File: src/rtl/uart_pkg.sv
// rtl/uart_pkg.sv - shared UART receive types and default sizes.
package uart_pkg;

  localparam int UART_DATA_WIDTH = 8;
  localparam int UART_FIFO_DEPTH = 16;

  typedef struct packed {
    logic                       err;
    logic [UART_DATA_WIDTH-1:0] data;
  } uart_rx_entry_t;

endpackage

File: src/rtl/uart_rx_fifo_if.sv
// rtl/uart_rx_fifo_if.sv - consumer-side head-entry handshake of the receive FIFO.
interface uart_rx_fifo_if
  import uart_pkg::*;
#(
  parameter int DATA_WIDTH = UART_DATA_WIDTH
);

  logic [DATA_WIDTH-1:0] m_data;
  logic                  m_err;
  logic                  m_valid;
  logic                  m_ready;

  modport master (output m_data, output m_err, output m_valid, input m_ready);
  modport slave  (input m_data, input m_err, input m_valid, output m_ready);

endinterface

File: src/rtl/uart_fifo_mem.sv
// rtl/uart_fifo_mem.sv - register array, one synchronous write port, one asynchronous read port.
module uart_fifo_mem #(
  parameter  int WIDTH = 9,
  parameter  int DEPTH = 16,
  localparam int AW    = $clog2(DEPTH)
) (
  input  logic             clk,
  input  logic             we,
  input  logic [AW-1:0]    waddr,
  input  logic [WIDTH-1:0] wdata,
  input  logic [AW-1:0]    raddr,
  output logic [WIDTH-1:0] rdata
);

  logic [WIDTH-1:0] mem_q [DEPTH];

  always_ff @(posedge clk) begin
    if (we) begin
      mem_q[waddr] <= wdata;
    end
  end

  assign rdata = mem_q[raddr];

endmodule

File: src/rtl/uart_rx_fifo.sv
// rtl/uart_rx_fifo.sv - first-word-fall-through FIFO behind a UART receiver.
// UART_RX_FIFO_DROP_ERR_EN: drop errored characters and count them on err_drops.
module uart_rx_fifo
  import uart_pkg::*;
#(
  parameter  int DATA_WIDTH = UART_DATA_WIDTH,
  parameter  int DEPTH      = UART_FIFO_DEPTH,
  parameter  int AFULL_LVL  = 12,
  localparam int AW         = $clog2(DEPTH),
  localparam int CW         = AW + 1
) (
  input  logic                  clk,
  input  logic                  rst,
  input  logic [DATA_WIDTH-1:0] rx_data,
  input  logic                  rx_valid,
  input  logic                  rx_error,
  input  logic                  flush,
  uart_rx_fifo_if.master        m_if,
  output logic [CW-1:0]         count,
  output logic                  empty,
  output logic                  full,
  output logic                  almost_full,
  output logic                  overflow,
  input  logic                  ovf_clr
`ifdef UART_RX_FIFO_DROP_ERR_EN
  ,
  output logic [7:0]            err_drops
`endif
);

  logic [CW-1:0]         wr_ptr_q, wr_ptr_d;
  logic [CW-1:0]         rd_ptr_q, rd_ptr_d;
  logic                  ovf_q, ovf_d;
  logic                  m_valid;
  logic                  cand, push, pop, ovf_set;
  logic [DATA_WIDTH:0]   rdata;

  // Pointers carry one wrap bit so full and empty stay distinguishable.
  assign count       = wr_ptr_q - rd_ptr_q;
  assign empty       = (count == '0);
  assign full        = (count == CW'(DEPTH));
  assign almost_full = (count >= CW'(AFULL_LVL));
  assign overflow    = ovf_q;
  assign m_valid     = ~empty;

`ifdef UART_RX_FIFO_DROP_ERR_EN
  logic [7:0] drops_q, drops_d;

  assign cand      = rx_valid & ~rx_error;
  assign err_drops = drops_q;

  always_comb begin
    drops_d = drops_q;
    if (rx_valid && rx_error && drops_q != 8'hFF) begin
      drops_d = drops_q + 8'd1;
    end
  end

  always_ff @(posedge clk) begin
    if (rst) begin
      drops_q <= '0;
    end else begin
      drops_q <= drops_d;
    end
  end
`else
  assign cand = rx_valid;
`endif

  always_comb begin
    pop      = m_valid & m_if.m_ready;
    push     = cand & ~flush & (~full | pop);
    ovf_set  = cand & ~flush & full & ~pop;
    wr_ptr_d = wr_ptr_q + CW'(push);
    rd_ptr_d = rd_ptr_q + CW'(pop);
    if (flush) begin
      wr_ptr_d = '0;
      rd_ptr_d = '0;
    end
    ovf_d = ovf_q;
    if (ovf_set) begin
      ovf_d = 1'b1;
    end else if (ovf_clr) begin
      ovf_d = 1'b0;
    end
  end

  always_ff @(posedge clk) begin
    if (rst) begin
      wr_ptr_q <= '0;
      rd_ptr_q <= '0;
      ovf_q    <= 1'b0;
    end else begin
      wr_ptr_q <= wr_ptr_d;
      rd_ptr_q <= rd_ptr_d;
      ovf_q    <= ovf_d;
    end
  end

  uart_fifo_mem #(
    .WIDTH (DATA_WIDTH + 1),
    .DEPTH (DEPTH)
  ) u_mem (
    .clk   (clk),
    .we    (push),
    .waddr (wr_ptr_q[AW-1:0]),
    .wdata ({rx_error, rx_data}),
    .raddr (rd_ptr_q[AW-1:0]),
    .rdata (rdata)
  );

  // Head outputs are forced to zero when nothing is stored.
  assign m_if.m_valid = m_valid;
  assign m_if.m_data  = m_valid ? rdata[DATA_WIDTH-1:0] : '0;
`ifdef UART_RX_FIFO_DROP_ERR_EN
  assign m_if.m_err   = 1'b0;
`else
  assign m_if.m_err   = m_valid & rdata[DATA_WIDTH];
`endif

endmodule

File: src/flat_wrapper.sv
// flat-port wrapper written by rule: the top's interface ports become plain ports
module uart_rx_fifo_flat import uart_pkg::*;
#(
  parameter  int DATA_WIDTH = UART_DATA_WIDTH,
  parameter  int DEPTH      = UART_FIFO_DEPTH,
  parameter  int AFULL_LVL  = 12,
  localparam int AW         = $clog2(DEPTH),
  localparam int CW         = AW + 1
)
  (clk, rst, rx_data, rx_valid, rx_error, flush, count, empty, full, almost_full, overflow, ovf_clr, m_if_m_data, m_if_m_err, m_if_m_valid, m_if_m_ready);
  uart_rx_fifo_if #(.DATA_WIDTH(DATA_WIDTH)) m_if_i ();
  input  logic clk;
  input  logic rst;
  input  logic [DATA_WIDTH-1:0] rx_data;
  input  logic rx_valid;
  input  logic rx_error;
  input  logic flush;
  output logic [CW-1:0] count;
  output logic empty;
  output logic full;
  output logic almost_full;
  output logic overflow;
  input  logic ovf_clr;
  output wire logic [$bits(m_if_i.m_data)-1:0] m_if_m_data;
  output wire logic [$bits(m_if_i.m_err)-1:0] m_if_m_err;
  output wire logic [$bits(m_if_i.m_valid)-1:0] m_if_m_valid;
  input wire logic [$bits(m_if_i.m_ready)-1:0] m_if_m_ready;
  assign m_if_m_data = m_if_i.m_data;
  assign m_if_m_err = m_if_i.m_err;
  assign m_if_m_valid = m_if_i.m_valid;
  assign m_if_i.m_ready = m_if_m_ready;
  uart_rx_fifo #(.DATA_WIDTH(DATA_WIDTH), .DEPTH(DEPTH), .AFULL_LVL(AFULL_LVL)) u_core (.clk(clk), .rst(rst), .rx_data(rx_data), .rx_valid(rx_valid), .rx_error(rx_error), .flush(flush), .m_if(m_if_i), .count(count), .empty(empty), .full(full), .almost_full(almost_full), .overflow(overflow), .ovf_clr(ovf_clr));
endmodule
File: config.mk
export PLATFORM = sky130hd
export DESIGN_NAME = uart_rx_fifo_flat
export DESIGN_NICKNAME = d
export VERILOG_FILES = /design/src/rtl/uart_pkg.sv /design/src/rtl/uart_rx_fifo_if.sv /design/src/rtl/uart_fifo_mem.sv /design/src/rtl/uart_rx_fifo.sv /design/src/flat_wrapper.sv
export SDC_FILE = /design/constraint.sdc
export NUM_CORES = 1
export LEC_CHECK = 0
export ABC_AREA = 1
export CAP_MARGIN = 20
export CORE_MARGIN = 1
export CORE_UTILIZATION = 65
export CTS_BUF_LIST = sky130_fd_sc_hd__clkbuf_4
export CTS_CLUSTER_DIAMETER = 60
export DETAILED_ROUTE_END_ITERATION = 10
export PLACE_DENSITY = 0.85
export SKIP_LAST_GASP = 1
export SLEW_MARGIN = 15
export SYNTH_ARGS = -nofsm -noshare
export SYNTH_HDL_FRONTEND = slang
export SYNTH_HIERARCHICAL = 1
export SYNTH_SLANG_ARGS = --single-unit
File: constraint.sdc
create_clock -name clk -period 4.1 [get_ports clk]
set_input_delay 1.025 -clock clk [delete_from_list [all_inputs] [get_ports clk]]
set_output_delay 1.025 -clock clk [all_outputs]
set_load 0.005 [all_outputs]
==> results of run 1 <==
[layer usage]
| layer | up-vias | part of all wire (%) | global-route usage [%] | wire length, um |
|---|---|---|---|---|
| li1 | 2401 | - | - | - |
| met1 | 2404 | 37 | 37.5 | 5820 |
| met2 | 290 | 51 | 49.3 | 8120 |
| met3 | 42 | 9.8 | 5.35 | 1560 |
| met4 | 0 | 2.4 | 12.9 | 379 |
| met5 | - | 0 | 0 | 0 |
[power by group through the flow]
stage | Clock, mW | Combinational, mW | Sequential [mW]
finish | 0.817 | 0.321 | 1.74
floorplan | 0 | 0.178 | 1.77
global route | 0.886 | 0.346 | 1.74
CTS | 0.826 | 0.308 | 1.74
detailed placement | 0 | 0.286 | 1.77
global placement | 0 | 0.275 | 1.77
[what timing repair did]
action	4_1_cts	5_1_grt
gates resized for setup	1	3
pin swaps	1	1
hold endpoints to repair	0	0
setup buffers	2	2
endpoints found under the setup margin	10	8
[worst max-delay path by stage]
stage	end	start	slack, ns	cells past startpoint
after floorplan	m_if_m_data[1]	u_core/wr_ptr_q[0]$_SDFF_PP0_	1.31	11
after global placement	empty	u_core/wr_ptr_q[0]$_SDFF_PP0_	0.57	11
after detailed placement	empty	u_core/wr_ptr_q[0]$_SDFF_PP0_	0.48	11
after CTS	m_if_m_data[4]	u_core/wr_ptr_q[0]$_SDFF_PP0_	0.05	13
after global routing	m_if_m_data[1]	u_core/wr_ptr_q[0]$_SDFF_PP0_	0.01	12
final	m_if_m_data[4]	u_core/rd_ptr_q[0]$_SDFF_PP0_	0.15	10
[tightest hold or removal path: cells and delay by family (launching register included)]
kind            cells  cell delay [ns]
compound gates      1             0.05
simple gates        1             0.06
flops               1             0.33
[cell families after synthesis]
| logic type | Yosys count | share of synthesized area (%) |
|---|---|---|
| compound gates | 11 | 0.840 |
| xor+xnor | 2 | 0.350 |
| fa+ha+maj | 9 | 1.68 |
| buf+inv | 176 | 11.1 |
| flops | 155 | 63.6 |
| simple gates | 373 | 22.4 |
[final cells by class]
type	count	area (sq um)	area share [%]
flip-flops and latches	155	4550	58.1
multi-input cells	395	1810	23.1
inverters	148	566	7.23
repair buffers	51	484	6.19
well taps	136	170	2.18
clock buffers	18	135	1.73
clock inverters	14	111	1.42
[stage by stage]
step / setup slack, ns / cells / hold WS (ns)
after floorplan: 1.31 / 726 / 0.454
after global placement: 0.567 / 881 / 0.450
after detailed placement: 0.476 / 881 / 0.460
after CTS: 0.0469 / 915 / 0.478
after global routing: 0.0125 / 917 / 0.510
final: 0.151 / 917 / 0.472
[synth_stat cells, types with 2 or more instances]
library cell | n | area (sq um)
nand2_1 | 210 | 788
edfxtp_1 | 144 | 4320
inv_1 | 142 | 533
nand3_1 | 118 | 591
nor2_1 | 28 | 105
buf_4 | 11 | 82.6
dfxtp_1 | 11 | 220
a21oi_1 | 8 | 40.0
buf_6 | 8 | 90.1
ha_1 | 8 | 100
nor2_2 | 8 | 50.1
buf_2 | 7 | 35.0
inv_2 | 3 | 11.3
nand3b_1 | 2 | 15.0
nor2_4 | 2 | 22.5
or2_2 | 2 | 12.5
[state kept, by name, indices dropped and copies added, names as in the netlist]
name	count
u_core/overflow	1
u_core/rd_ptr_q	5
u_core/u_mem/mem_q	144
u_core/wr_ptr_q	5
==> metrics.yaml, run 1 <==
outcome: "finished clean"
fillerInstances: 691
h-tree-depth: 4
place_hpwl_mm: 9.67
final_nets: 792
swShare_pct: 26.0
antenna_left: 0
slew_headroom_pct: 34.9
setup_viol: 0
total_leakage_power_nw: 3.36
first_global_vias: 4959
avgRoutedWirePerCell_um: 17.3
tightest_slew_ns: 0.972
finalClockSkew_ns: 0.0153
holdPathStages: 2
synth_edf_count: 144
cts.root.buffer_cell: "clkbuf_4"
crit_top_cell: "nand3_1"
path_clk_slew_ns: 0.13
r2r_start: "u_core/wr_ptr_q[0]$_SDFF_PP0_"
regToRegSetupSlack_ns: 0.78
core_sq_um: 10500
ys_types: 30
cts.sinks: 155
mostFrequentLayoutCells: "nand2_1 (210), edfxtp_1 (144), inv_1 (142), nand3_1 (118), clkdlybuf4s50_1 (33)"
rsz0062_at_grt: "false"
worstPathMaxFanout: 72
crit_type: "reg2out"
placed_area_sq_um: 7520
drv_slew: 0
drtIter0Drc: 554
p_clk_share_pct: 28.4
clock_latency_ns: 0.55
cts.path.max_buffers: 2
final_common_cell: "nand2_1"
timing.fmax_mhz: 253
grt.total_usage_pct: 29.3
wirelength_mm: 15.9
cp_top_family: "buffers and inverters"
start_kind: "register"
seq_area_frac_synth_pct: 63.6
stdcell_area_sq_um: 7820
dr.pass1.iters: 5
synthArstFlopShare_pct: 0
numCtsBuffers: 17
syn_inst: 726
internal_power_mw: 2.13
power_mw: 2.87
drc_errors: 0
vias_per_cell: 5.60
max_stage_delay_ns: 0.50
worstPathArrival_ns: 2.92
antenna_found_initial: 0
final-hold-violation-count: 0
antennaDiodeCount: 0
worst_setup_path_end_kind: "output pin"
final_util_pct: 74.4
die_w_um: 107
hold_start: "u_core/overflow$_SDFFE_PP0P_"
gp_congestion: 0.954
drive_gt1_share_pct: 9.22
slowest_stage: "clkdlybuf4s50_1"
rows: 37
hold_path.class: "reg2reg"
portBuffers: 33
vias: 5137
crit_chain: "clkbuf_8 -> inv_8 -> nand2_1 -> nand3_1 -> nand3_1 -> nand3_1 -> nand2_1 -> inv_1 -> nor2_2 -> clkdlybuf4s50_1"
p_per_area_nw_per_um2: 367
syn_nets: 750
period_minus_slack_ns: 3.95
p_comb_share_pct: 11.2
ios: 34
worstPathRequired_ns: 3.07
tns_ns: 0
r2r-end: "u_core/u_mem/mem_q[1][7]$_DFFE_PP_"
yosysWarnings: 6
avgSynthCellArea_sq_um: 9.85
worst_ir_drop_vdd_uv: 240
overflow: 0
netlist_area_sq_um: 7150
crit_buf_inv: 4
reg2regPathDepth: 13
ys_ff_latch: 155
switchingPower_mw: 0.747
cts_hold_buf: 0
max-cap-violations: 0
area_growth_pct: 9.43
start_util_pct: 68.0
ys.flop_type: "edfxtp_1"
dieArea_sq_um: 11400
grt_max_degree: 73
cts_tree: "yes"
dieHeight_um: 107
seqPwrFrac_pct: 60.4
finalCritPeriodShare_pct: 96.3
hold_end: "u_core/overflow$_SDFFE_PP0P_"
grt_pass1_wl_mm: 24.3
Power figures use the tool's default switching activity.
==> run 2: changes to the inputs <==
==> constraint.sdc (replaced) <==
create_clock -name clk -period 4.1 [get_ports clk]
set_input_delay 0.82 -clock clk [delete_from_list [all_inputs] [get_ports clk]]
set_output_delay 0.82 -clock clk [all_outputs]
set_load 0.005 [all_outputs]
==> run 2 against run 1 <==
Against the previous run:
- cell count is 0.33% lower
- largest cell class unchanged
- clock skew rose by 0.0062 ns
- clock-buffer cell count decreased by 1
- global-route usage is 0.12 points higher
- design area grew 0.70%
- non-clock buffer count is 1 lower
- hold slack gained 0.018 ns
- worst setup slack better by 0.040 ns
- critical path type unchanged
- power up 7.0%
- highest routed layer unchanged
- routed wire length up 1.8%
- die area stayed put
- clock power grew 25%
==> metrics.yaml, run 2 (same netlist as run 1, synthesis figures left out) <==
mostFrequentLayoutCells: "nand2_1 (210), edfxtp_1 (144), inv_1 (142), nand3_1 (118), clkdlybuf4s50_1 (33)"
tns_ns: 0
portBuffers: 33
stdcell_area_sq_um: 7880
overflow: 0
placed_area_sq_um: 7520
drc_errors: 0
max_stage_delay_ns: 0.49
holdPathStages: 2
setup_viol: 0
rows: 37
grt.total_usage_pct: 29.5
start_kind: "register"
hold_path.class: "reg2reg"
total_leakage_power_nw: 3.39
clock_latency_ns: 0.53
cts_tree: "yes"
finalCritPeriodShare_pct: 95.4
grt_pass1_wl_mm: 24.5
antenna_left: 0
crit_buf_inv: 4
reg_top3: "u_core/u_mem/mem_q (144), u_core/rd_ptr_q (5), u_core/wr_ptr_q (5)"
core_sq_um: 10500
timing.fmax_mhz: 256
period_minus_slack_ns: 3.91
worst_setup_path_end_kind: "output pin"
internal_power_mw: 2.35
final-hold-violation-count: 0
cp_top_family: "buffers and inverters"
drtIter0Drc: 663
regMostFlops: "u_core/u_mem/mem_q"
finalClockSkew_ns: 0.0215
rsz0062_at_grt: "false"
vias: 5253
p_comb_share_pct: 10.5
area_growth_pct: 10.2
crit_chain: "buf_4 -> inv_8 -> nand2_1 -> nand3_1 -> nand3_1 -> nand3_1 -> nand2_1 -> inv_1 -> nor2_2 -> clkdlybuf4s50_1"
seqPwrFrac_pct: 56.4
tightest_slew_ns: 0.936
antennaDiodeCount: 0
gp_congestion: 0.913
p_clk_share_pct: 33.0
final_nets: 791
slew_headroom_pct: 37.4
reg2regPathDepth: 13
die_w_um: 107
max-cap-violations: 0
cts.sinks: 155
avgRoutedWirePerCell_um: 17.7
ios: 34
drv_slew: 0
numCtsBuffers: 17
path_clk_slew_ns: 0.13
place_ws_ns: 0.658
dieArea_sq_um: 11400
worstPathArrival_ns: 3.09
outcome: "finished clean"
dieHeight_um: 107
p_per_area_nw_per_um2: 390
vias_per_cell: 5.75
final_common_cell: "nand2_1"
switchingPower_mw: 0.721
worstPathRequired_ns: 3.28
cp_num_cells: 10
slowest_stage: "clkdlybuf4s50_1"
final_cell_count_no_fill: 914
holdWs_ns: 0.489
dr.pass1.iters: 6
grt_max_degree: 73
swShare_pct: 23.5
finalWorstSetupSlack_ns: 0.191
worstPathMaxFanout: 72
cts.path.max_buffers: 2
wirelength_mm: 16.2
drive_gt1_share_pct: 8.61
crit_top_cell: "nand3_1"
largest_reg_flops: 144
cts_hold_buf: 0
crit_type: "reg2out"
antenna_found_initial: 0
cts_resized: 0
dp_cells: 880
cts.root.buffer_cell: "clkbuf_4"
worst_ir_drop_vdd_uv: 236
first_global_vias: 4965
h-tree-depth: 4
start_util_pct: 68.0
place_hpwl_mm: 9.82
[run 2: timing repair]
action                                  CTS  global route
hold endpoints to repair                  0             0
setup buffers                             0             4
endpoints found under the setup margin    0            10
[run 2: routing by layer]
| metal | part of all wire (%) | track usage (%) | vias to the layer above |
|---|---|---|---|
| met5 | 0 | 0 | - |
| met4 | 3.6 | 14.6 | 0 |
| met3 | 9.7 | 5.96 | 57 |
| met2 | 49 | 48.8 | 350 |
| met1 | 38 | 37.1 | 2450 |
| li1 | - | - | 2396 |
[run 2: metrics by stage]
step / power [mW] / util, %
after CTS: 3.05 / 74.6
after detailed placement: 2.06 / 71.5
after global routing: 3.16 / 75.0
after floorplan: 1.95 / -
final: 3.07 / 75.0
after global placement: 2.05 / 71.5
[run 2: layout make-up]
class | count | area, sq um
fill | 680 | 2630
inverter | 148 | 566
sequential | 155 | 4550
multi-input combinational | 395 | 1810
clock buffer | 17 | 128
timing repair buffer | 50 | 470
clock inverter | 13 | 191
tap | 136 | 170
[run 2: worst min-delay path: stages, from the launching register on]
cell and delay (ns):
dfxtp_1 0.33, nand2_1 0.06, a21oi_1 0.06
[run 2: final timing paths]
kind,start,to,slack (ns)
hold reg to reg,u_core/overflow$_SDFFE_PP0P_,u_core/overflow$_SDFFE_PP0P_,0.49
setup reg to reg,u_core/wr_ptr_q[0]$_SDFF_PP0_,u_core/u_mem/mem_q[3][8]$_DFFE_PP_,0.66
hold / removal,u_core/overflow$_SDFFE_PP0P_,u_core/overflow$_SDFFE_PP0P_,0.49
setup / recovery,u_core/rd_ptr_q[0]$_SDFF_PP0_,m_if_m_data[4],0.19
[run 2: power groups by stage]
stage / Combinational (mW) / Sequential, mW / Clock [mW]
6_report: 0.323 / 1.73 / 1.02
5_1_grt: 0.346 / 1.74 / 1.08
4_1_cts: 0.288 / 1.73 / 1.03
3_5_place_dp: 0.286 / 1.77 / 0
3_3_place_gp: 0.278 / 1.77 / 0
2_1_floorplan: 0.178 / 1.77 / 0
==> run 3: changes to the inputs <==
--- a/config.mk
+++ b/config.mk
@@ -12,6 +12,7 @@
 export CTS_BUF_LIST = sky130_fd_sc_hd__clkbuf_4
 export CTS_CLUSTER_DIAMETER = 60
 export DETAILED_ROUTE_END_ITERATION = 10
+export GPL_ROUTABILITY_DRIVEN = 0
 export PLACE_DENSITY = 0.85
 export SKIP_LAST_GASP = 1
 export SLEW_MARGIN = 15
==> results of run 3 <==
The final DEF is identical to that of run 2; final timing and power are the same.
